$ cat src/rtl/scan_obf_shifter.sv
// scan_obf_shifter: captures a state word, shifts it out as se/so pairs, masking so with an LFSR when the key is wrong
module scan_obf_shifter #(
    parameter int          CHAIN_LEN   = 16,
    parameter logic [7:0]  CORRECT_KEY = 8'hA5
) (
    input  logic                 clk,
    input  logic                 reset,
    input  logic                 start,
    input  logic [CHAIN_LEN-1:0] capture_data,
    input  logic [7:0]           key,
    input  logic                 si,
    output logic                 se,
    output logic                 so,
    output logic                 busy,
    output logic                 done,
    output logic [CHAIN_LEN-1:0] chain_out
);
    localparam int CW = $clog2(CHAIN_LEN) + 1;

    typedef enum logic [1:0] {IDLE, CAPTURE, SHIFT, DONE} state_t;

    state_t               state, state_nxt;
    logic [CHAIN_LEN-1:0] sreg;
    logic [7:0]           lfsr;
    logic [CW-1:0]        cnt;
    logic                 key_ok;
    logic [7:0]           seed;

    assign seed = key ^ CORRECT_KEY;

    // state register
    always_ff @(posedge clk) begin
        if (reset) state <= IDLE;
        else       state <= state_nxt;
    end

    // next-state and outputs, decoded purely from registered state and data
    always_comb begin
        state_nxt = state;
        se        = 1'b0;
        so        = 1'b0;
        busy      = 1'b0;
        done      = 1'b0;
        chain_out = sreg;
        case (state)
            IDLE:    state_nxt = start ? CAPTURE : IDLE;
            CAPTURE: begin
                busy      = 1'b1;
                state_nxt = SHIFT;
            end
            SHIFT:   begin
                se        = 1'b1;
                busy      = 1'b1;
                so        = sreg[CHAIN_LEN-1] ^ (lfsr[0] & ~key_ok);
                state_nxt = (cnt == CW'(CHAIN_LEN - 1)) ? DONE : SHIFT;
            end
            DONE:    begin
                done      = 1'b1;
                state_nxt = IDLE;
            end
            default: state_nxt = IDLE;
        endcase
    end

    // chain, mask generator, shift counter and key verdict
    always_ff @(posedge clk) begin
        if (reset) begin
            sreg   <= '0;
            lfsr   <= 8'h01;
            cnt    <= '0;
            key_ok <= 1'b0;
        end else if (state == CAPTURE) begin
            sreg   <= capture_data;
            key_ok <= (key == CORRECT_KEY);
            cnt    <= '0;
            lfsr   <= (seed == 8'h00) ? 8'h01 : seed;
        end else if (state == SHIFT) begin
            sreg <= {sreg[CHAIN_LEN-2:0], si};
            lfsr <= {lfsr[6:0], lfsr[7] ^ lfsr[5] ^ lfsr[4] ^ lfsr[3]};
            cnt  <= cnt + 1'b1;
        end
    end
endmodule
$ cat config.mk
export PLATFORM = sky130hd
export DESIGN_NAME = scan_obf_shifter
export DESIGN_NICKNAME = d
export VERILOG_FILES = /design/src/rtl/scan_obf_shifter.sv
export SDC_FILE = /design/constraint.sdc
export NUM_CORES = 1
export LEC_CHECK = 0
export ABC_AREA = 1
export BUFFER_PORTS_ARGS = -buffer_cell sky130_fd_sc_hd__buf_2
export CAP_MARGIN = 30
export CORE_ASPECT_RATIO = 1.75
export CORE_MARGIN = 2
export CORE_UTILIZATION = 40
export DETAILED_ROUTE_END_ITERATION = 8
export PLACE_DENSITY = 0.65
export SYNTH_ARGS = -nofsm -noshare
export SYNTH_HDL_FRONTEND = slang
export SYNTH_SLANG_ARGS = --single-unit
$ cat constraint.sdc
create_clock -name clk -period 3.95 [get_ports clk]
set_input_delay 0.395 -clock clk [delete_from_list [all_inputs] [get_ports clk]]
set_output_delay 0.395 -clock clk [all_outputs]
set_load 0.01 [all_outputs]
==> Word level (Yosys, flattened, before mapping) <==
Cells that the tools add are included.
W data, S select, Z words.
{ "classes": {"add_sub_neg": 1, "eq_ne": 5, "mux": 12, "bitwise_logic": 7, "n_reduce_logical": 5} }
{ "op_table": {"columns": ["op", "count"], "rows": [
  ["$mux W16", 2],
  ["$mux W8", 3],
  ["$eq A8 B8 Y1 const B", 1],
  ["$logic_not A8 Y1", 1],
  ["$pmux W2 S4", 1],
  ["$mux W1", 6],
  ["$add A5 B1 Y5 const B", 1],
  ["$eq A5 B4 Y1 const B", 1],
  ["$eq A2 B2 Y1 const B", 2],
  ["$not A4 Y4", 1],
  ["$reduce_or A2 Y1", 2],
  ["$xor A1 B1 Y1", 4],
  ["$eq A2 B1 Y1 const B", 1],
  ["$logic_not A2 Y1", 1],
  ["$reduce_bool A2 Y1", 1],
  ["$and A1 B1 Y1", 1],
  ["$not A1 Y1", 1]
]} }
{ "word_totals": {"regBits": 32, "inputBits": 28, "output_inout_bits": 20, "word_cells": 35} }

==> Logic depth before layout (Yosys ltp) <==
{ "logic_depth": {"word_depth": 5, "depth_mapped": 8} }

==> Least setup slack after synthesis <==
Ideal clock, no wire load.
{ "synth_timing": {"path_kind": "register to output", "start": "register state[0]", "end": "output port so", "arrival_ns": 1.087, "required_time_ns": 3.555, "slack_ns": 2.468, "path_stages_with_launch": 6, "n_path_buf": 1, "cell_sequence": "dfxtp_1 inv_1 ha_1 buf_2 o21ai_0 a21oi_1"} }
{ "synth_between": {"elab_chain_len": 2} }
{ "synth_rtl": {"columns": ["item", "line", "source"], "rows": [
  ["start, declared", "22", "state_t state, state_nxt;"],
  ["start signal, assigned", "34", "else state <= state_nxt;"],
  ["$eq A2 B2 Y1", "45", "case (state)"],
  ["$mux W1", "45", null],
  ["end, declared", "13", "output logic so,"]
]} }
Every way passes these cells.

==> Worst setup path in the final report <==
{ "layout_timing": {"start": "register state[0]", "end": "output port busy"} }
{ "layout_between": {"elab_chain_len": 3, "word_cells_on_any_way": 4, "classes_between": "eq/ne (2); mux (1); reduce/logical (1)"} }
{ "layout_rtl": {"columns": ["item", "line", "source"], "rows": [
  ["$eq A2 B1 Y1 or $eq A2 B2 Y1 (tied branches)", "45", null],
  ["$reduce_or A2 Y1 (no line) *", null, null],
  ["$mux W1 *", "45", null],
  ["end, declared", "14", "output logic busy,"]
]} }
Every way passes the cells marked *; elsewhere a longest branch is shown, timed or not.

==> summary.txt <==
Power and ir drop
  • Pwr Density: 504.6 nW/um^2
  • Logic gate share of total power: 21.6%
  • Clock power share: 36.3%
  • Switching Share: between 20% and 30%
  • Sequential share of power: 42.1%
  • Pint: roughly 670 uW
  • Static Leak: about 0.91 nW
  • Switching pwr: 273.3 uW
  • Worst vdd ir: 333.5 uV

Hold path
  • Class of the worst hold path: primary input to register
  • Hold Crit Start: start
  • Cell count of the worst hold path: 3
  • Hold endpoint: state[0]

Yosys
  • Post-Synth XOR/XNOR Area: 0.5710%
  • Distinct cells, synth: 20
  • Ys async rst share: 0%
  • Syn nets: between 200 and 250
  • YS warnings: 0
  • Synth top area cells: dfxtp_1 (42%), a21oi_1 (17%), nand2_1 (10%)
  • Post-synthesis compound-gate area fraction: a little over a quarter
  • Post-synth top area cell: dfxtp_1
  • Sequential element share of the synthesized area: 41.76%
  • Post-synthesis simple-gate area fraction: ~15%
  • Primary FF master, synth: dfxtp_1
  • Largest family of logic cells by synthesized area: compound AO/OA/AOI/OAI gates
  • Most common cell in the netlist: a21oi_1
  • Post-synth EDFFs: 0
  • Mapped Cells: 210
  • Syn avg cell area: between 7 and 8 um^2
  • Adder-Cell Fraction of Synth Area: 4.894%
  • Synthesized cell area: 1534 um^2
  • Commonest cells in the netlist: a21oi_1 (51), nand2_1 (42), dfxtp_1 (32)
  • Mux cell area share after synthesis: 0%
  • Yosys top cell area share: 41.76%
  • FF+latch count, synth: 32

Die
  • Die H: 85.92 um
  • Row count: 29
  • Die ar.: 4366 um^2
  • Core ar.: 3665 um^2
  • Ports: between 40 and 50
  • Starting Density: 41.86%
  • Die width: just over 50 um

Route
  • DR pass1 iterations: 4
  • Initial DRC count: 35
  • WL/cell: about 12 um
  • Final ANT Viol Nets: 0
  • DRT Wirelength: 3494 um
  • Via Count: 1487
  • DRC viols: 0
  • Avg Vias per Cell: a little under 5

STA
  • Fmax: 0.4734 GHz
  • Final worst setup slack: between 1500 and 2000 ps
  • Slew @ Worst Pin: 967.4 ps
  • Period utilisation layout: 53.48%
  • Relative slew slack: 35.51%
  • Hold Vio Cnt, Final: 0
  • Final setup viols: 0
  • Worst Clk Skew: 2.005 ps
  • Setup TNS: 0 ps
  • Unrepaired setup endpoints after global routing: no
  • Slew Limit Fails: 0
  • Final min period: 2112 ps

Worst setup path
  • Largest delay contributor family on the critical path: adder cells
  • Critical R2R Capture: lfsr[2]
  • Worst Path Required: 3560 ps
  • Worst flop-to-flop path startpoint: state[0]
  • R2R depth: 7
  • Worst Setup End Kind: primary output
  • Worst Path Buf+Inv: 2
  • CP Class: register to primary output
  • Crit path DAT: around 1700 ps
  • Cell chain of the critical path: inv_1 -> ha_1 -> buf_2
  • Flop2flop setup slack: 1840 ps
  • Startpoint types: register
  • Slowest stage cell on the critical path: ha_1
  • Worst Path Max Fanout: 26
  • CP max stage delay: 750 ps

GRT
  • Initial antenna violation count: 0
  • Vias in the first global route: around 1300
  • Largest net degree at the start of global routing: 28
  • All-Layer GR Usage: 17.24%
  • First-pass GRT wire length: 5782 um
  • Remaining global-route overflow: 0

Status
  • Status: finished, final reports clean

Final layout
  • FF/Latch Area: 640.6 um^2
  • Layout cells sized above 1: 23.32%
  • Final Net Count: 286
  • Ant diodes: 0
  • Fin util: around 50%
  • Fill cells: 392
  • Area grow syn2layout: 21.62%
  • Multi-input logic area: roughly 730 um^2

Clock tree
  • Num CTS Buffers: 5
  • Postcts setup bufs: 0
  • Hold_buf cts: 0
  • Resized cells post-CTS: 0
  • CTS Buffer Depth: 2
  • CTS clk-pin slew, worst paths: 70 ps
  • CTS sink cnt: 32
  • CTS root buf: clkbuf_8
  • Skew-Pair Late Insertion Delay: 280 ps
  • CTS tree: built
  • Htree depth: 2

Run
  • Max-cap violations: 0

Placement
  • PortBufs: 47
  • Hpwl dp: 2447 um
  • RD Place Congestion: 0.7961
  • Post-place setup slack: 1851 ps
[sequential cells by signal, summed over array words and instances, names as in the netlist]
signal,flops
cnt,5
state,2
chain_out,16
key_ok,1
lfsr,8
[layer usage]
| layer | part of all wire, % | up-vias | GRT usage [%] |
|---|---|---|---|
| met5 | 0 | - | 0 |
| met4 | 2.6 | 0 | 8.845 |
| met3 | 4.3 | 11 | 3.659 |
| met2 | 50 | 39 | 28.71 |
| met1 | 43 | 654 | 20.48 |
| li1 | - | 783 | - |
[power groups by stage]
stage | clock (mW) | sequential [mW] | combinational [mW]
final | 0.342 | 0.397 | 0.203
after CTS | 0.351 | 0.396 | 0.205
after global placement | 0 | 0.404 | 0.203
after detailed placement | 0 | 0.404 | 0.204
after global routing | 0.363 | 0.403 | 0.233
after floorplan | 0 | 0.410 | 0.140
[worst max path at each step]
stage	start	end	slack, ps	cells past startpoint
4_1_cts	state[0]	busy	1810	3
2_1_floorplan	state[0]	so	2470	5
5_1_grt	state[1]	lfsr[2]	1610	7
3_3_place_gp	state[0]	lfsr[7]	1910	7
3_5_place_dp	state[0]	lfsr[2]	1850	7
6_report	state[0]	busy	1840	3
[through the flow]
| step | hold slack (ps) | power (mW) | cell area, um^2 | std cells |
|---|---|---|---|---|
| 4_1_cts | 354.5 | 0.9526 | 1866 | 299 |
| 2_1_floorplan | 440.8 | 0.5497 | 1534 | 210 |
| 3_5_place_dp | 457.2 | 0.6081 | 1739 | 291 |
| 3_3_place_gp | 460.3 | 0.6068 | 1739 | 291 |
| 6_report | 361.9 | 0.9414 | 1866 | 299 |
| 5_1_grt | 373.5 | 0.9989 | 1866 | 299 |
[area by class of cell]
class	instances	share of cell area, %
well taps	46	3.085
repair buffers	47	12.61
flip-flops and latches	32	34.34
inverters	20	4.158
clock buffers	7	5.164
clock inverters	1	1.610
multi-input cells	146	39.03
[cells in the final DEF (no fill, tap or decap), types with 2 or more instances in the layout]
master,n
a21oi_1,51
inv_1,17
inv_2,2
o21ai_0,27
dfxtp_1,32
clkbuf_8,7
nand2_1,42
nand3_1,4
buf_2,47
o211ai_1,3
ha_1,6
nor2_1,8
[worst reg2reg max path, delay by kind of cell (launching register included)]
family	cells	cell delay (ps)
AO/OA/AOI/OAI	3	400
flip-flops	1	360
buffers and inverters	3	500
adder cells (fa/ha/maj)	1	750
[cell families (layout without fill, tap and decap cells)]
family / Yosys count / after routing
fa+ha+maj: 6 / 6
buf+inv: 32 / 75
compound gates: 82 / 82
xor+xnor: 1 / 1
flops: 32 / 32
simple gates: 57 / 57
(Power assumes the default switching activity.)
